### config.mk
export PLATFORM = sky130hd
export DESIGN_NAME = injector_scheduler_flat
export DESIGN_NICKNAME = d
export VERILOG_FILES = /design/src/rtl/injector_scheduler_if.sv /design/src/rtl/injector_scheduler.sv /design/src/flat_wrapper.sv
export SDC_FILE = /design/constraint.sdc
export NUM_CORES = 1
export LEC_CHECK = 0
export CAP_MARGIN = 5
export CORE_MARGIN = 2
export CORE_UTILIZATION = 45
export CTS_CLUSTER_DIAMETER = 100
export CTS_CLUSTER_SIZE = 40
export DETAILED_ROUTE_END_ITERATION = 8
export PLACE_DENSITY = 0.62
export SLEW_MARGIN = 20
export SYNTH_ARGS = -nofsm -noshare
export SYNTH_HDL_FRONTEND = slang
export SYNTH_SLANG_ARGS = --single-unit
### constraint.sdc
create_clock -name i_clk -period 14.7 [get_ports i_clk]
set_input_delay 1.47 -clock i_clk [delete_from_list [all_inputs] [get_ports i_clk]]
set_output_delay 1.47 -clock i_clk [all_outputs]
set_load 0.005 [all_outputs]
### src/rtl/injector_scheduler_if.sv
// Command handshake between a sequencer and the injector scheduler.
// One command per accepted valid/ready beat: target channel, peak and total width in ticks.
interface injector_scheduler_if #(
   parameter int unsigned NCH = 4
);
   localparam int unsigned CW = (NCH > 1) ? $clog2(NCH) : 1;

   logic          i_cmd_valid;
   logic          o_cmd_ready;
   logic [CW-1:0] i_cmd_chan;
   logic [15:0]   i_cmd_peak;
   logic [15:0]   i_cmd_width;

   modport master (
      output i_cmd_valid, i_cmd_chan, i_cmd_peak, i_cmd_width,
      input  o_cmd_ready
   );

   modport slave (
      input  i_cmd_valid, i_cmd_chan, i_cmd_peak, i_cmd_width,
      output o_cmd_ready
   );
endinterface

### src/rtl/injector_scheduler.sv
// Per-channel injector pulse sequencer: peak phase then hold phase, timed in prescaled ticks,
// with per-channel abort and a shared free-running chop strobe.
module injector_scheduler #(
   parameter int unsigned NCH      = 4,
   parameter int unsigned TICK_DIV = 50,
   parameter int unsigned CHOP_DIV = 20
) (
   input  logic                 i_clk,
   input  logic                 i_rst,
   injector_scheduler_if.slave  cmd,
   input  logic [NCH-1:0]       i_abort,
   output logic [NCH-1:0]       o_enable,
   output logic [NCH-1:0]       o_peak,
   output logic [NCH-1:0]       o_hold,
   output logic                 o_period,
   output logic [NCH-1:0]       o_done,
   output logic [NCH-1:0]       o_busy
);
   localparam int unsigned CW        = (NCH > 1) ? $clog2(NCH) : 1;
   localparam logic [15:0] TICK_LAST = 16'(TICK_DIV - 1);
   localparam logic [15:0] CHOP_LAST = 16'(CHOP_DIV - 1);

   typedef enum logic [1:0] {S_IDLE, S_PEAK, S_HOLD} state_t;

   state_t      state_q [NCH];
   state_t      state_d [NCH];
   logic [15:0] presc_q [NCH];
   logic [15:0] presc_d [NCH];
   logic [15:0] tick_q  [NCH];
   logic [15:0] tick_d  [NCH];
   logic [15:0] peak_q  [NCH];
   logic [15:0] peak_d  [NCH];
   logic [15:0] width_q [NCH];
   logic [15:0] width_d [NCH];
   logic [15:0] tick_inc [NCH];
   logic        tick_end [NCH];
   logic [NCH-1:0] done_d;
   logic [15:0] chop_q;
   logic [15:0] chop_d;
   logic        period_d;
   logic        chan_ok;
   logic        accept;

   // Ready depends only on the addressed channel's busy/abort state, never on valid.
   always_comb begin
      chan_ok         = 32'(cmd.i_cmd_chan) < NCH;
      cmd.o_cmd_ready = 1'b0;
      if (chan_ok) begin
         cmd.o_cmd_ready = !o_busy[cmd.i_cmd_chan] && !i_abort[cmd.i_cmd_chan];
      end
      accept = cmd.i_cmd_valid && cmd.o_cmd_ready;
   end

   // Next-state for every channel plus the shared chop counter.
   always_comb begin
      chop_d   = (chop_q == CHOP_LAST) ? 16'd0 : chop_q + 16'd1;
      period_d = (chop_q == CHOP_LAST);
      done_d   = '0;
      for (int n = 0; n < NCH; n++) begin
         state_d[n]  = state_q[n];
         presc_d[n]  = presc_q[n];
         tick_d[n]   = tick_q[n];
         peak_d[n]   = peak_q[n];
         width_d[n]  = width_q[n];
         tick_inc[n] = tick_q[n] + 16'd1;
         tick_end[n] = (presc_q[n] == TICK_LAST);
         case (state_q[n])
            S_IDLE: begin
               if (accept && cmd.i_cmd_chan == CW'(n)) begin
                  presc_d[n] = 16'd0;
                  tick_d[n]  = 16'd0;
                  peak_d[n]  = cmd.i_cmd_peak;
                  width_d[n] = cmd.i_cmd_width;
                  if (cmd.i_cmd_width == 16'd0) begin
                     done_d[n] = 1'b1;
                  end else if (cmd.i_cmd_peak == 16'd0) begin
                     state_d[n] = S_HOLD;
                  end else begin
                     state_d[n] = S_PEAK;
                  end
               end
            end
            S_PEAK, S_HOLD: begin
               if (i_abort[n]) begin
                  state_d[n] = S_IDLE;
                  done_d[n]  = 1'b1;
               end else if (tick_end[n]) begin
                  presc_d[n] = 16'd0;
                  tick_d[n]  = tick_inc[n];
                  // Width expiry wins over the peak boundary when peak >= width.
                  if (tick_inc[n] == width_q[n]) begin
                     state_d[n] = S_IDLE;
                     done_d[n]  = 1'b1;
                  end else if (state_q[n] == S_PEAK && tick_inc[n] == peak_q[n]) begin
                     state_d[n] = S_HOLD;
                  end
               end else begin
                  presc_d[n] = presc_q[n] + 16'd1;
               end
            end
            default: state_d[n] = S_IDLE;
         endcase
      end
   end

   // State and registered outputs; outputs follow the next state so they align with it.
   always_ff @(posedge i_clk or posedge i_rst) begin
      if (i_rst) begin
         for (int n = 0; n < NCH; n++) begin
            state_q[n] <= S_IDLE;
            presc_q[n] <= 16'd0;
            tick_q[n]  <= 16'd0;
            peak_q[n]  <= 16'd0;
            width_q[n] <= 16'd0;
         end
         o_enable <= '0;
         o_peak   <= '0;
         o_hold   <= '0;
         o_busy   <= '0;
         o_done   <= '0;
         o_period <= 1'b0;
         chop_q   <= 16'd0;
      end else begin
         for (int n = 0; n < NCH; n++) begin
            state_q[n]  <= state_d[n];
            presc_q[n]  <= presc_d[n];
            tick_q[n]   <= tick_d[n];
            peak_q[n]   <= peak_d[n];
            width_q[n]  <= width_d[n];
            o_enable[n] <= (state_d[n] != S_IDLE);
            o_busy[n]   <= (state_d[n] != S_IDLE);
            o_peak[n]   <= (state_d[n] == S_PEAK);
            o_hold[n]   <= (state_d[n] == S_HOLD);
         end
         o_done   <= done_d;
         o_period <= period_d;
         chop_q   <= chop_d;
      end
   end
endmodule

### src/flat_wrapper.sv
// flat-port wrapper written by rule: the top's interface ports become plain ports
module injector_scheduler_flat 
#(
   parameter int unsigned NCH      = 4,
   parameter int unsigned TICK_DIV = 50,
   parameter int unsigned CHOP_DIV = 20
)
  (i_clk, i_rst, i_abort, o_enable, o_peak, o_hold, o_period, o_done, o_busy, cmd_i_cmd_valid, cmd_i_cmd_chan, cmd_i_cmd_peak, cmd_i_cmd_width, cmd_o_cmd_ready);
  injector_scheduler_if #(.NCH(NCH)) cmd_i ();
  input  logic i_clk;
  input  logic i_rst;
  input  logic [NCH-1:0] i_abort;
  output logic [NCH-1:0] o_enable;
  output logic [NCH-1:0] o_peak;
  output logic [NCH-1:0] o_hold;
  output logic o_period;
  output logic [NCH-1:0] o_done;
  output logic [NCH-1:0] o_busy;
  input wire logic [$bits(cmd_i.i_cmd_valid)-1:0] cmd_i_cmd_valid;
  input wire logic [$bits(cmd_i.i_cmd_chan)-1:0] cmd_i_cmd_chan;
  input wire logic [$bits(cmd_i.i_cmd_peak)-1:0] cmd_i_cmd_peak;
  input wire logic [$bits(cmd_i.i_cmd_width)-1:0] cmd_i_cmd_width;
  output wire logic [$bits(cmd_i.o_cmd_ready)-1:0] cmd_o_cmd_ready;
  assign cmd_i.i_cmd_valid = cmd_i_cmd_valid;
  assign cmd_i.i_cmd_chan = cmd_i_cmd_chan;
  assign cmd_i.i_cmd_peak = cmd_i_cmd_peak;
  assign cmd_i.i_cmd_width = cmd_i_cmd_width;
  assign cmd_o_cmd_ready = cmd_i.o_cmd_ready;
  injector_scheduler #(.NCH(NCH), .TICK_DIV(TICK_DIV), .CHOP_DIV(CHOP_DIV)) u_core (.i_clk(i_clk), .i_rst(i_rst), .cmd(cmd_i), .i_abort(i_abort), .o_enable(o_enable), .o_peak(o_peak), .o_hold(o_hold), .o_period(o_period), .o_done(o_done), .o_busy(o_busy));
endmodule
After elaboration in Yosys (flattened, before gate mapping)
Index checks and enable logic that the tools add are counted.
{"block": "op_classes", "order_cmp": 1, "add_sub_neg": 9, "reduce_logical": 43, "n_mux": 83, "n_eq_ne": 44}
{"operator": "two-way mux 16 bit", "count": 21}
{"operator": "one-hot mux 16 bit (2 select lines)", "count": 8}
{"operator": "adder 16 x 1 -> 16 bit, second input constant", "count": 9}
{"operator": "equality test 16 bit", "count": 8}
{"operator": "equality test 16 x 6 -> 1 bit, second input constant", "count": 4}
{"operator": "two-way mux 2 bit", "count": 25}
{"operator": "logical NOT 16 bit", "count": 2}
{"operator": "equality test 2 bit, second input constant", "count": 10}
{"operator": "two-way mux 1 bit", "count": 19}
{"operator": "equality test 2 x 1 -> 1 bit, second input constant", "count": 9}
{"operator": "equality test 16 x 5 -> 1 bit, second input constant", "count": 1}
{"operator": "!= test 2 x 1 -> 1 bit, second input constant", "count": 8}
{"operator": "one-hot mux 2 bit (2 select lines)", "count": 4}
{"operator": "AND reduction 4 bit", "count": 4}
{"operator": "nonzero test 2 bit", "count": 8}
{"operator": "AND reduction 3 bit", "count": 4}
{"operator": "logical AND 1 bit", "count": 10}
{"operator": "logical NOT 2 bit", "count": 5}
{"operator": "!= test 2 bit, second input constant", "count": 4}
{"operator": "one-hot mux 1 bit (2 select lines)", "count": 4}
{"operator": "AND reduction 2 bit", "count": 4}
{"operator": "OR reduction 2 bit", "count": 4}
{"operator": "binary-select mux 1 bit (select 2 bit)", "count": 2}
{"operator": "< comparator 2 x 3 -> 1 bit, second input constant", "count": 1}
{"operator": "logical NOT 1 bit", "count": 2}
{"block": "totals", "register_bits": 297, "output_inout_bits": 22, "word_cells": 206, "input_bits": 41}

Logic depth before layout (Yosys ltp)
{"block": "logic_depth", "depth_word": 9, "mapped_depth": 11, "mapped_depth_nobuf": 10}

Worst setup path after synthesis
No wires, ideal clock.
{"block": "synth_timing", "path_type": "in2out", "start": "in cmd_i_cmd_chan[0]", "end": "out cmd_o_cmd_ready", "path_buffers": 2, "required_ps": 13230, "cell_stages": 3, "path_slack_ps": 10952, "arrival_time_ps": 2278, "cell_sequence": "buf_2 > mux4_2 > clkbuf_1"}
{"block": "synth_via", "elab_chain_cells": 4, "elab_cells_between_ends": 7, "classes_between": "mux: 4; reduce/logical: 3"}
{"element": "start: declaration", "line": "flat_wrapper.sv:20", "source": "input wire logic [$bits(cmd_i.i_cmd_chan)-1:0] cmd_i_cmd_chan;"}
{"element": "binary-select mux 1 bit (select 2 bit)", "line": "injector_scheduler.sv:49", "source": "cmd.o_cmd_ready = !o_busy[cmd.i_cmd_chan] && !i_abort[cmd.i_cmd_chan];"}
{"element": "two-way mux 1 bit (implied by the code)", "line": "injector_scheduler.sv:49"}
{"element": "logical NOT 1 bit", "line": "injector_scheduler.sv:49"}
{"element": "logical AND 1 bit *", "line": "injector_scheduler.sv:49"}
{"element": "end: declaration", "line": "flat_wrapper.sv:23", "source": "output wire logic [$bits(cmd_i.o_cmd_ready)-1:0] cmd_o_cmd_ready;"}
Mark *: on every way between the ends. The rest lies on a longest branch, timed or not. The select of a mux whose other input is x is not followed.

Final worst setup path
Same ends and word-level chain as after synthesis.

==> run metrics <==
Post-synth ARST share 1.00; final slew viol count 0; fillers 3619; CP Capture Type output pin; utilization after layout 0.492; CP startpoint kind input port; FP Rows 72; slowest cell on the critical path clkdlybuf4s50_1; clk slew on worst S/H paths 0.13 ns; Compound-Gate Fraction of Synth Area 0.121; WL final 46200 um; main combinational cell family by area after synthesis simple AND/OR/NAND/NOR gates; Finished Cell Area 0.0190 mm2; Avg Inst Size Synth 9.75 um2; adder-cell share of the synthesized area 0.0177; Port Buffer Count 62; H-Tree Depth 1; Routed wire per std cell 19.9 um; Tmin final 4.81 ns; Multi-input gate area 0.00961 mm2; die height 202 um; commonest non-fill, non-tap cell in the layout dfrtp_1; HPWL after DPL 33100 um; clock insertion delay at the later pin of the skew report 0.52 ns; unrepaired setup endpoints after global routing no; status complete, no violations; WP data arrival 3.34 ns; clock skew 0.0249 ns; most frequent cells in the layout 297 x dfrtp_1, 154 x nand2_1, 132 x mux2_2, 112 x o21ai_0, 97 x nor2_1; crit-path leading delay family buffers and inverters; cell chain of the critical path clkdlybuf4s50_1 -> mux4_2 -> clkdlybuf4s50_1; most frequent CP cell clkdlybuf4s50_1; drt drc 0; TritonCTS Buffers 14; register area share after synthesis 0.421; initial DRC count 992; WS Path Type in2out; CTS tree done; Mapped Area 0.0176 mm2; Syn. warnings 0; synth unique cells 85; cell leakage power 7.82 nW; share of layout cells above drive strength 1 0.102; Min Hold Slack 0.487 ns; part of the cycle the worst path needs 0.327; die footprint 0.0408 mm2; largest net degree at the start of global routing 116; Power Density 143 mW/mm2; Placed Area 0.0185 mm2; hold_buf cts 0; Starting Density 0.456; post-route ant nets 0; post-CTS sizing 0; Seq. cell area 0.00743 mm2; gate count after technology mapping 1808; initial antenna violation count 1; synthesis-stage register bit count 297; post-CTS setup buffers 0; Setup Viol. Count Final 0; DR pass1 iterations 5; diode count 0; grt ovf 0; die width 202 um; vias per cell 5.95; # IOs 63; maximum clock path buffer count 3; P&R area growth vs syn 7.78%; Pwr Total 2.71 mW; Slew @ Worst Pin 1.19 ns; Layout Nets 1858; XOR/XNOR Fraction of Synth Area 0.106; syn nets 1874; Required @ worst endpoint 13.23 ns; count of final hold-check violations 0; CP Max Fanout 10; Core Region 0.0386 mm2; CTS Root Cell clkbuf_16; Slowest Stage Delay on Critical Path 0.70 ns; Max-slew headroom 0.200; vias in the first global route 13500; setup TNS 0 ns; via count 13800; GPL Wtd Cong 0.922; Fmax 208 MHz; multiplexer area fraction after synthesis 0.0918; EDFF count, synth 0; first-pass GRT wire length 74800 um; Max-cap violations 0; buffer and inverter count on the worst path 2; gr usage total 0.226; clk sinks 297; Post-Synth Simple-Gate Area 0.209; VDD IR max 0.0873 mV; worst hold path class reg2reg; Most used DFF post-synth dfrtp_1
## layout make-up
cell class                      instances  area share
Clock inverter                          6     0.00388
Tap cell                              518      0.0341
Sequential cell                       297       0.391
Clock buffer                           18      0.0214
Multi-Input combinational cell       1372       0.506
Timing Repair Buffer                   72      0.0366
Inverter                               35     0.00731
## registers in the layout, indices dropped and copies added, names as in the netlist
| name | cells |
|---|---|
| u_core.peak_q | 64 |
| u_core.presc_q | 64 |
| u_core.tick_q | 64 |
| u_core.width_q | 64 |
| u_core.chop_q | 16 |
| u_core.state_q | 8 |
| u_core.o_done | 4 |
| u_core.o_enable | 4 |
| u_core.o_hold | 4 |
| u_core.o_peak | 4 |
| u_core.o_period | 1 |
## power breakdown
part           internal (mW)  switching [mW]  total (mW)
registers               1.04           0.243        1.28
logic                  0.497           0.438       0.934
clock network          0.210           0.285       0.495
## metrics by stage
step                      std cells  worst slack [ns]
after global routing           2318              9.85
after detailed placement       2294              9.81
final                          2318              9.89
after global placement         2294              9.90
after floorplan                1808              5.03
after CTS                      2318              9.87
## worst paths after layout
check                                   from            endpoint  slack (ns)  depth (start not counted)
setup / recovery           cmd_i_cmd_chan[0]     cmd_o_cmd_ready        9.89                          3
hold / removal             u_core.chop_q[15]   u_core.chop_q[15]        0.49                          1
setup reg to reg            u_core.tick_q[2]    u_core.o_hold[3]       10.79                          8
hold reg to reg            u_core.chop_q[15]   u_core.chop_q[15]        0.49                          1
max in group asynchronous              i_rst  u_core.width_q[53]       11.77                          3
min in group asynchronous              i_rst   u_core.width_q[3]        1.52                          2
## routing by layer
layer  track usage  vias up  share of wire
li1              -     6499              -
met1         0.323     6875           0.46
met2         0.368      350           0.46
met3        0.0335       62          0.057
met4        0.0433        2          0.019
met5             0        -        0.00028
## synth_stat cells, types with 6 or more instances
| library cell | n | area share |
|---|---|---|
| nor3b_1 | 12 | 0.0051 |
| nor2_1 | 97 | 0.021 |
| o21ai_0 | 112 | 0.032 |
| nor2b_1 | 28 | 0.0099 |
| or4_1 | 6 | 0.0026 |
| buf_4 | 8 | 0.0034 |
| xor2_1 | 82 | 0.041 |
| nand3_1 | 84 | 0.024 |
| o211ai_1 | 9 | 0.0038 |
| mux2i_1 | 11 | 0.0062 |
| o41ai_1 | 7 | 0.0035 |
| nor4b_1 | 7 | 0.0035 |
| a22oi_1 | 6 | 0.0026 |
| nand2b_1 | 26 | 0.0092 |
| buf_1 | 7 | 0.0015 |
| or3_1 | 23 | 0.0082 |
| xnor3_1 | 11 | 0.014 |
| and3_1 | 45 | 0.016 |
| mux2_2 | 132 | 0.084 |
| ha_1 | 25 | 0.018 |
| and4_1 | 15 | 0.0075 |
| nand4b_1 | 7 | 0.0035 |
| a21oi_1 | 55 | 0.016 |
| nand2_1 | 154 | 0.033 |
| o31ai_1 | 36 | 0.015 |
| a21o_1 | 6 | 0.0026 |
| o22ai_1 | 9 | 0.0032 |
| xnor2_1 | 94 | 0.047 |
| a22o_1 | 15 | 0.0075 |
| inv_1 | 35 | 0.0075 |
| a31oi_1 | 11 | 0.0039 |
| buf_2 | 13 | 0.0037 |
| and2_1 | 24 | 0.0085 |
| nor3_1 | 33 | 0.0094 |
| clkbuf_1 | 72 | 0.015 |
| dfrtp_1 | 297 | 0.42 |
| nand4_1 | 58 | 0.021 |
| nor4_1 | 39 | 0.014 |
## cells by family after synthesis
kind of cell / after synthesis
compound gates: 327
xor+xnor: 190
fa+ha+maj: 25
buf+inv: 139
flops: 297
mux: 144
simple gates: 686
Note: power is estimated with default switching activity, not from simulation.
